### src/rtl/pc_sequencer_pkg.sv
// pc_sequencer_pkg: shared constants and FSM state type for the fetch-side
// PC/NPC sequencer.
//   DEF_ADDR_W      - default PC/NPC/target width
//   DEF_INSTR_BYTES - default sequential fetch increment
//   DEF_RESET_PC    - default PC after reset
//   state_t         - sequencer FSM states (RUN, HOLD_PEND)
package pc_sequencer_pkg;

  localparam int unsigned DEF_ADDR_W      = 32;
  localparam int unsigned DEF_INSTR_BYTES = 4;
  localparam logic [31:0] DEF_RESET_PC    = 32'h0000_0000;

  typedef enum logic {
    ST_RUN       = 1'b0,
    ST_HOLD_PEND = 1'b1
  } state_t;

endpackage

### src/rtl/pc_sequencer_if.sv
// pc_sequencer_if: branch-decision inputs and fetch-address/squash outputs of
// the PC/NPC sequencer.
//   master : drives le, j, ex_valid, ta, n_bit; observes pc, npc, squashes
//   slave  : the sequencer itself
// Build option: ALIGN_CHECK_EN adds the misalign_trap signal.
interface pc_sequencer_if #(
  parameter int unsigned ADDR_W = 32
);
  logic              le;
  logic              j;
  logic              ex_valid;
  logic [ADDR_W-1:0] ta;
  logic              n_bit;
  logic [ADDR_W-1:0] pc;
  logic [ADDR_W-1:0] npc;
  logic              flush_if;
  logic              nullify_ds;
  logic              redirect_pend;
`ifdef ALIGN_CHECK_EN
  logic              misalign_trap;
`endif

  modport master (
    output le, j, ex_valid, ta, n_bit,
`ifdef ALIGN_CHECK_EN
    input  misalign_trap,
`endif
    input  pc, npc, flush_if, nullify_ds, redirect_pend
  );

  modport slave (
    input  le, j, ex_valid, ta, n_bit,
`ifdef ALIGN_CHECK_EN
    output misalign_trap,
`endif
    output pc, npc, flush_if, nullify_ds, redirect_pend
  );
endinterface

### src/rtl/pc_sequencer_pc_npc_reg.sv
// pc_npc_reg: PC/NPC register pair.
//   clk, rst_n : clock, asynchronous active-low reset
//   adv        : sequential advance (pc <= npc, npc <= npc + INSTR_BYTES)
//   load       : redirect (pc <= target, npc <= target + INSTR_BYTES); wins over adv
//   target     : redirect address
//   pc, npc    : current and next fetch address
// Increments wrap modulo 2^ADDR_W.
module pc_npc_reg #(
  parameter int unsigned       ADDR_W      = 32,
  parameter logic [ADDR_W-1:0] RESET_PC    = '0,
  parameter int unsigned       INSTR_BYTES = 4
) (
  input  logic              clk,
  input  logic              rst_n,
  input  logic              adv,
  input  logic              load,
  input  logic [ADDR_W-1:0] target,
  output logic [ADDR_W-1:0] pc,
  output logic [ADDR_W-1:0] npc
);

  localparam logic [ADDR_W-1:0] INC = ADDR_W'(INSTR_BYTES);

  always_ff @(posedge clk or negedge rst_n) begin
    if (!rst_n) begin
      pc  <= RESET_PC;
      npc <= RESET_PC + INC;
    end else if (load) begin
      pc  <= target;
      npc <= target + INC;
    end else if (adv) begin
      pc  <= npc;
      npc <= npc + INC;
    end
  end

endmodule

### src/rtl/pc_sequencer.sv
// pc_sequencer: fetch-side PC/NPC sequencer downstream of the condition handler.
//   clk, rst_n : pipeline clock, asynchronous active-low reset
//   bus        : pc_sequencer_if.slave
//     le         advance enable (0 = stall, hold everything)
//     j/ex_valid jump decision and its qualifier from EX
//     ta/n_bit   branch target and nullify bit from EX
//     pc/npc     fetch address pair
//     flush_if   squash IF/ID next edge (combinational from the applied redirect)
//     nullify_ds squash ID/EX next edge (delay slot nullified)
//     redirect_pend a taken branch is held awaiting le
// Build option: ALIGN_CHECK_EN adds misalign_trap, pulsed on an applied redirect
// whose target has non-zero low bits. Target low bits are always forced to 00.
module pc_sequencer
  import pc_sequencer_pkg::*;
#(
  parameter int unsigned       ADDR_W      = DEF_ADDR_W,
  parameter logic [ADDR_W-1:0] RESET_PC    = ADDR_W'(DEF_RESET_PC),
  parameter int unsigned       INSTR_BYTES = DEF_INSTR_BYTES
) (
  input  logic           clk,
  input  logic           rst_n,
  pc_sequencer_if.slave  bus
);

  localparam logic [ADDR_W-1:0] ALIGN_MASK = ~ADDR_W'(3);

  state_t            state;
  logic [ADDR_W-1:0] pend_ta;
  logic              pend_n;
  logic              redirect_pend_q;

  logic              take;
  logic              holding;
  logic              apply;
  logic [ADDR_W-1:0] sel_ta;
  logic              sel_n;
  logic [ADDR_W-1:0] target;
  logic [ADDR_W-1:0] pc_q;
  logic [ADDR_W-1:0] npc_q;

  // While a redirect is pending, the latched copy is the only source; a fresh
  // take in the release cycle belongs to the wrong-path instruction being flushed.
  always_comb begin
    take    = bus.j & bus.ex_valid;
    holding = (state == ST_HOLD_PEND);
    apply   = bus.le & (holding | take);
    sel_ta  = holding ? pend_ta : bus.ta;
    sel_n   = holding ? pend_n  : bus.n_bit;
    target  = sel_ta & ALIGN_MASK;
  end

  always_ff @(posedge clk or negedge rst_n) begin
    if (!rst_n) begin
      state           <= ST_RUN;
      pend_ta         <= '0;
      pend_n          <= 1'b0;
      redirect_pend_q <= 1'b0;
    end else begin
      case (state)
        ST_RUN: begin
          if (!bus.le && take) begin
            state           <= ST_HOLD_PEND;
            pend_ta         <= bus.ta;
            pend_n          <= bus.n_bit;
            redirect_pend_q <= 1'b1;
          end
        end
        ST_HOLD_PEND: begin
          if (bus.le) begin
            state           <= ST_RUN;
            redirect_pend_q <= 1'b0;
          end
        end
        default: begin
          state           <= ST_RUN;
          redirect_pend_q <= 1'b0;
        end
      endcase
    end
  end

  pc_npc_reg #(
    .ADDR_W      (ADDR_W),
    .RESET_PC    (RESET_PC),
    .INSTR_BYTES (INSTR_BYTES)
  ) u_pc_npc_reg (
    .clk    (clk),
    .rst_n  (rst_n),
    .adv    (bus.le),
    .load   (apply),
    .target (target),
    .pc     (pc_q),
    .npc    (npc_q)
  );

  assign bus.pc            = pc_q;
  assign bus.npc           = npc_q;
  assign bus.flush_if      = apply;
  assign bus.nullify_ds    = apply & sel_n;
  assign bus.redirect_pend = redirect_pend_q;
`ifdef ALIGN_CHECK_EN
  assign bus.misalign_trap = apply & (|sel_ta[1:0]);
`endif

endmodule

### src/flat_wrapper.sv
// flat-port wrapper written by rule: the top's interface ports become plain ports
module pc_sequencer_flat import pc_sequencer_pkg::*;
#(
  parameter int unsigned       ADDR_W      = DEF_ADDR_W,
  parameter logic [ADDR_W-1:0] RESET_PC    = ADDR_W'(DEF_RESET_PC),
  parameter int unsigned       INSTR_BYTES = DEF_INSTR_BYTES
)
  (clk, rst_n, bus_le, bus_j, bus_ex_valid, bus_ta, bus_n_bit, bus_pc, bus_npc, bus_flush_if, bus_nullify_ds, bus_redirect_pend);
  pc_sequencer_if #(.ADDR_W(ADDR_W)) bus_i ();
  input  logic clk;
  input  logic rst_n;
  input wire logic [$bits(bus_i.le)-1:0] bus_le;
  input wire logic [$bits(bus_i.j)-1:0] bus_j;
  input wire logic [$bits(bus_i.ex_valid)-1:0] bus_ex_valid;
  input wire logic [$bits(bus_i.ta)-1:0] bus_ta;
  input wire logic [$bits(bus_i.n_bit)-1:0] bus_n_bit;
  output wire logic [$bits(bus_i.pc)-1:0] bus_pc;
  output wire logic [$bits(bus_i.npc)-1:0] bus_npc;
  output wire logic [$bits(bus_i.flush_if)-1:0] bus_flush_if;
  output wire logic [$bits(bus_i.nullify_ds)-1:0] bus_nullify_ds;
  output wire logic [$bits(bus_i.redirect_pend)-1:0] bus_redirect_pend;
  assign bus_i.le = bus_le;
  assign bus_i.j = bus_j;
  assign bus_i.ex_valid = bus_ex_valid;
  assign bus_i.ta = bus_ta;
  assign bus_i.n_bit = bus_n_bit;
  assign bus_pc = bus_i.pc;
  assign bus_npc = bus_i.npc;
  assign bus_flush_if = bus_i.flush_if;
  assign bus_nullify_ds = bus_i.nullify_ds;
  assign bus_redirect_pend = bus_i.redirect_pend;
  pc_sequencer #(.ADDR_W(ADDR_W), .RESET_PC(RESET_PC), .INSTR_BYTES(INSTR_BYTES)) u_core (.clk(clk), .rst_n(rst_n), .bus(bus_i));
endmodule
### config.mk
export PLATFORM = sky130hd
export DESIGN_NAME = pc_sequencer_flat
export DESIGN_NICKNAME = d
export VERILOG_FILES = /design/src/rtl/pc_sequencer_pkg.sv /design/src/rtl/pc_sequencer_if.sv /design/src/rtl/pc_sequencer_pc_npc_reg.sv /design/src/rtl/pc_sequencer.sv /design/src/flat_wrapper.sv
export SDC_FILE = /design/constraint.sdc
export NUM_CORES = 1
export LEC_CHECK = 0
export CORE_MARGIN = 5
export CORE_UTILIZATION = 35
export CTS_CLUSTER_DIAMETER = 50
export DETAILED_ROUTE_END_ITERATION = 8
export GPL_TIMING_DRIVEN = 0
export PLACE_DENSITY_LB_ADDON = 0.15
export SYNTH_ARGS = -nofsm -noshare
export SYNTH_HDL_FRONTEND = slang
export SYNTH_SLANG_ARGS = --single-unit
### constraint.sdc
create_clock -name clk -period 7.83 [get_ports clk]
set_input_delay 1.566 -clock clk [delete_from_list [all_inputs] [get_ports clk]]
set_output_delay 1.566 -clock clk [all_outputs]
set_load 0.02 [all_outputs]
==> results.yml <==
timing:
  finalSetupViolations: 0
  fin_skew_ps: 9.79
  setup_slack_ps: 1640
  slew_violations: 0
  tns_ps: 0
  slew_headroom: 0.363
  post-route-period-util: 0.790
  rsz0062_at_grt: "no"
  max_freq_mhz: 162
  worstMarginPinSlew_ps: 956
  hold_viol: 0
  fin_crit_ps: 6190
worst_setup_path:
  path_buf_inv: 5
  crit_chain: "clkdlybuf4s50_1 > a21o_1 > nand2_1 > clkbuf_1 > clkbuf_1 > clkbuf_1 > nor2_1 > clkdlybuf4s50_1"
  start_kind: "input pin"
  path_delay_family: "buffers and inverters"
  crit_required_ps: 6260
  r2r_slack_ps: 3160
  path_class: "input pin to output pin"
  path_max_fanout: 10
  slowest_delay_ps: 560
  cp_common_cell: "clkbuf_1"
  arrival_ps: 4620
  cp-end-kind: "output pin"
  slowest_stage: "clkdlybuf4s50_1"
clock_network:
  cts-root-buf: "clkbuf_16"
  postCtsSetupBuffers: 0
  ctsResizeCount: 0
  numCtsBuffers: 9
  cts_buffer_depth: 2
  hold_buffers: 0
  clock-sinks: 93
  h-tree-depth: 3
  tritoncts: "yes"
  clk_pin_slew_ps: 60
  clkLatencyLatePin_ps: 360
yosys:
  yosys.area_share.adder: 0.00226
  ys_seq_area_frac: 0.421
  synth_xor_area_frac: 0.0158
  synthFlopType: "dfrtp_1"
  synth_top_family_by_area: "compound AO/OA/AOI/OAI gates"
  yosysTopAreaCell: "dfrtp_1"
  synth_seq_cells: 93
  synthArstFlopShare: 1.00
  synth_edf_count: 0
  synthCells: 591
  synth_compound_area_frac: 0.183
  synthSimpleGateAreaFrac: 0.168
  synth_area_um2: 5530
  syn_area_per_cell_um2: 9.36
  synth_commonest_cells: "dfrtp_1 (92), nand2_1 (60), mux2_2 (50), o21ai_0 (42), a21oi_1 (41)"
  synthTopCellsByArea: "dfrtp_1 (42%), mux2_2 (10%), mux2i_1 (6.0%), nand2_1 (4.1%), o21ai_0 (3.8%)"
  synthMuxAreaShare: 0.162
  synth_top_area_frac: 0.416
  yosys_warnings: 0
  yosysUniqueCellTypes: 61
  yosysMostFrequentCell: "dfrtp_1"
die:
  die_area_um2: 18400
  num_io_pins: 105
  start_util: 0.352
  rows: 46
  die_w_um: 136
  die_h_um: 136
  fp.coreArea_um2: 15700
finish:
  diodes: 0
  drive_above_1_share: 0.128
  seq_area_um2: 2330
  final_nets: 744
  syn_to_final_growth_pct: 29.2
  multiInputGateArea_um2: 2950
  n_fill_cell: 1534
detailed_routing:
  vias: 5235
  first_pass_iters: 6
  drc_errors: 0
  drt_iter0_drc: 417
  routed_wl_um: 20400
  ant_nets: 0
  vias_per_cell: 5.65
  wl_per_cell_um: 22.0
pwr:
  p_int_w: 0.00115
  power_frac_clock: 0.266
  p_total_w: 0.00180
  p_sw_frac: 0.359
  ir_worst_vdd_mv: 0.114
  p_leak_nw: 2.75
  power_density_nw_per_um2: 252
  combPwrFrac: 0.345
  netSwitchingPower_w: 0.000647
  power_frac_seq: 0.390
global_routing:
  grt_max_degree: 68
  grt_util_all_layers: 0.225
  grt_pass1_vias: 5176
  grt_antenna_before_repair: 0
  grt_pass1_wl_um: 31500
  grt_overflow: 0
flow_run:
  drv_cap: 0
min_path:
  holdCritPathClass: "register to register"
placement:
  io_buffer_count: 98
  dp_hpwl_um: 15500
  dp_slack_ps: 1570
  place_congestion: 0.909
status:
  status: "finished clean"
## routing by layer
layer  vias up  GRT usage  wire [um]
met5         -          0          0
met2       230      0.355       9280
li1       2413          -          -
met3        27     0.0238       1390
met4         0     0.0789        456
met1      2565      0.324       9280
## kinds of logic (layout without fill, tap and decap cells)
family / Yosys count / in the layout
xor gates and xnor gates: 10 / 10
adders and majority gates: 1 / 1
DFF: 93 / 93
muxes: 83 / 83
AOI/OAI and AO/OA: 160 / 160
buffers and inverters: 57 / 173
and+or+nand+nor: 186 / 186
other: 1 / 4
## power by group through the flow
stage | logic, W | registers (W) | clock network (W)
after CTS | 0.000622 | 0.000700 | 0.000489
after detailed placement | 0.000620 | 0.000708 | 0
after floorplan | 0.000256 | 0.000767 | 0
after global routing | 0.000666 | 0.000717 | 0.000506
final | 0.000620 | 0.000701 | 0.000479
after global placement | 0.000610 | 0.000705 | 0
## placed cells by master, fill, tap and decap left out, drive strengths merged, types with 3 or more instances in the layout
cell type,count
nand2,60
inv,12
or4,6
nand3b,8
or3,7
clkbuf,34
a21oi,41
clkdlybuf4s50,97
nor3,10
a211oi,9
and3,3
a21o,7
o41ai,3
nor2b,3
o211ai,10
dfrtp,92
a31oi,14
nand4b,4
xnor2,6
a32oi,3
nor2,33
o21ai,42
o31ai,5
nand2b,6
buf,27
conb,4
mux2,50
a22oi,5
mux2i,33
xor2,4
nor4,8
nand4,6
nand3,27
## worst reg2reg max path: stages, from the launching register on
cell      delay (ps)
dfrtp_1          430
a21o_1           210
nand2_1          300
clkbuf_1         390
clkbuf_1         480
clkbuf_1         480
o21ai_0          230
ha_1             320
inv_1            110
nor2_1            50
a32oi_1          560
buf_2            350
nor4_1            80
mux2_2           290
a221o_1          260
## stage by stage
step                      hold WS, ps   util  area (um2)  std cells
after CTS                         486  0.455        7140        926
after detailed placement          471  0.434        6820        910
after global routing              500  0.455        7140        926
after global placement            463  0.432        6790        908
final                             477  0.455        7140        926
after floorplan                   480      -        5540        594
## sequential cells by signal, summed over array words and instances (netlist names)
name and count:
u_core.bus.redirect_pend 1, u_core.pend_n 1, u_core.holding 1, u_core.u_pc_npc_reg.pc 30, u_core.u_pc_npc_reg.npc 30, u_core.pend_ta 30
## path summary, 6_finish.rpt
path / startpoint / endpoint / cells past startpoint
max in group asynchronous: rst_n / u_core.u_pc_npc_reg.npc[24]$_DFFE_PN0P_ / 2
max reg2reg: u_core.holding$_DFF_PN0_ / u_core.u_pc_npc_reg.npc[28]$_DFFE_PN0P_ / 14
max: bus_ex_valid / bus_nullify_ds / 8
min in group asynchronous: rst_n / u_core.pend_ta[5]$_DFFE_PN0P_ / 1
min: u_core.u_pc_npc_reg.pc[27]$_DFFE_PN0P_ / u_core.u_pc_npc_reg.pc[27]$_DFFE_PN0P_ / 2
min reg2reg: u_core.u_pc_npc_reg.pc[27]$_DFFE_PN0P_ / u_core.u_pc_npc_reg.pc[27]$_DFFE_PN0P_ / 2
## final cells by class
class,count,area share
inverter,13,0.00683
tap,216,0.0378
sequential,93,0.326
multi-input combinational,444,0.413
clock buffer,14,0.0398
timing repair buffer,100,0.142
clock inverter,2,0.00543
buffer,44,0.0296
No activity file was read; power rests on OpenSTA's default activity.
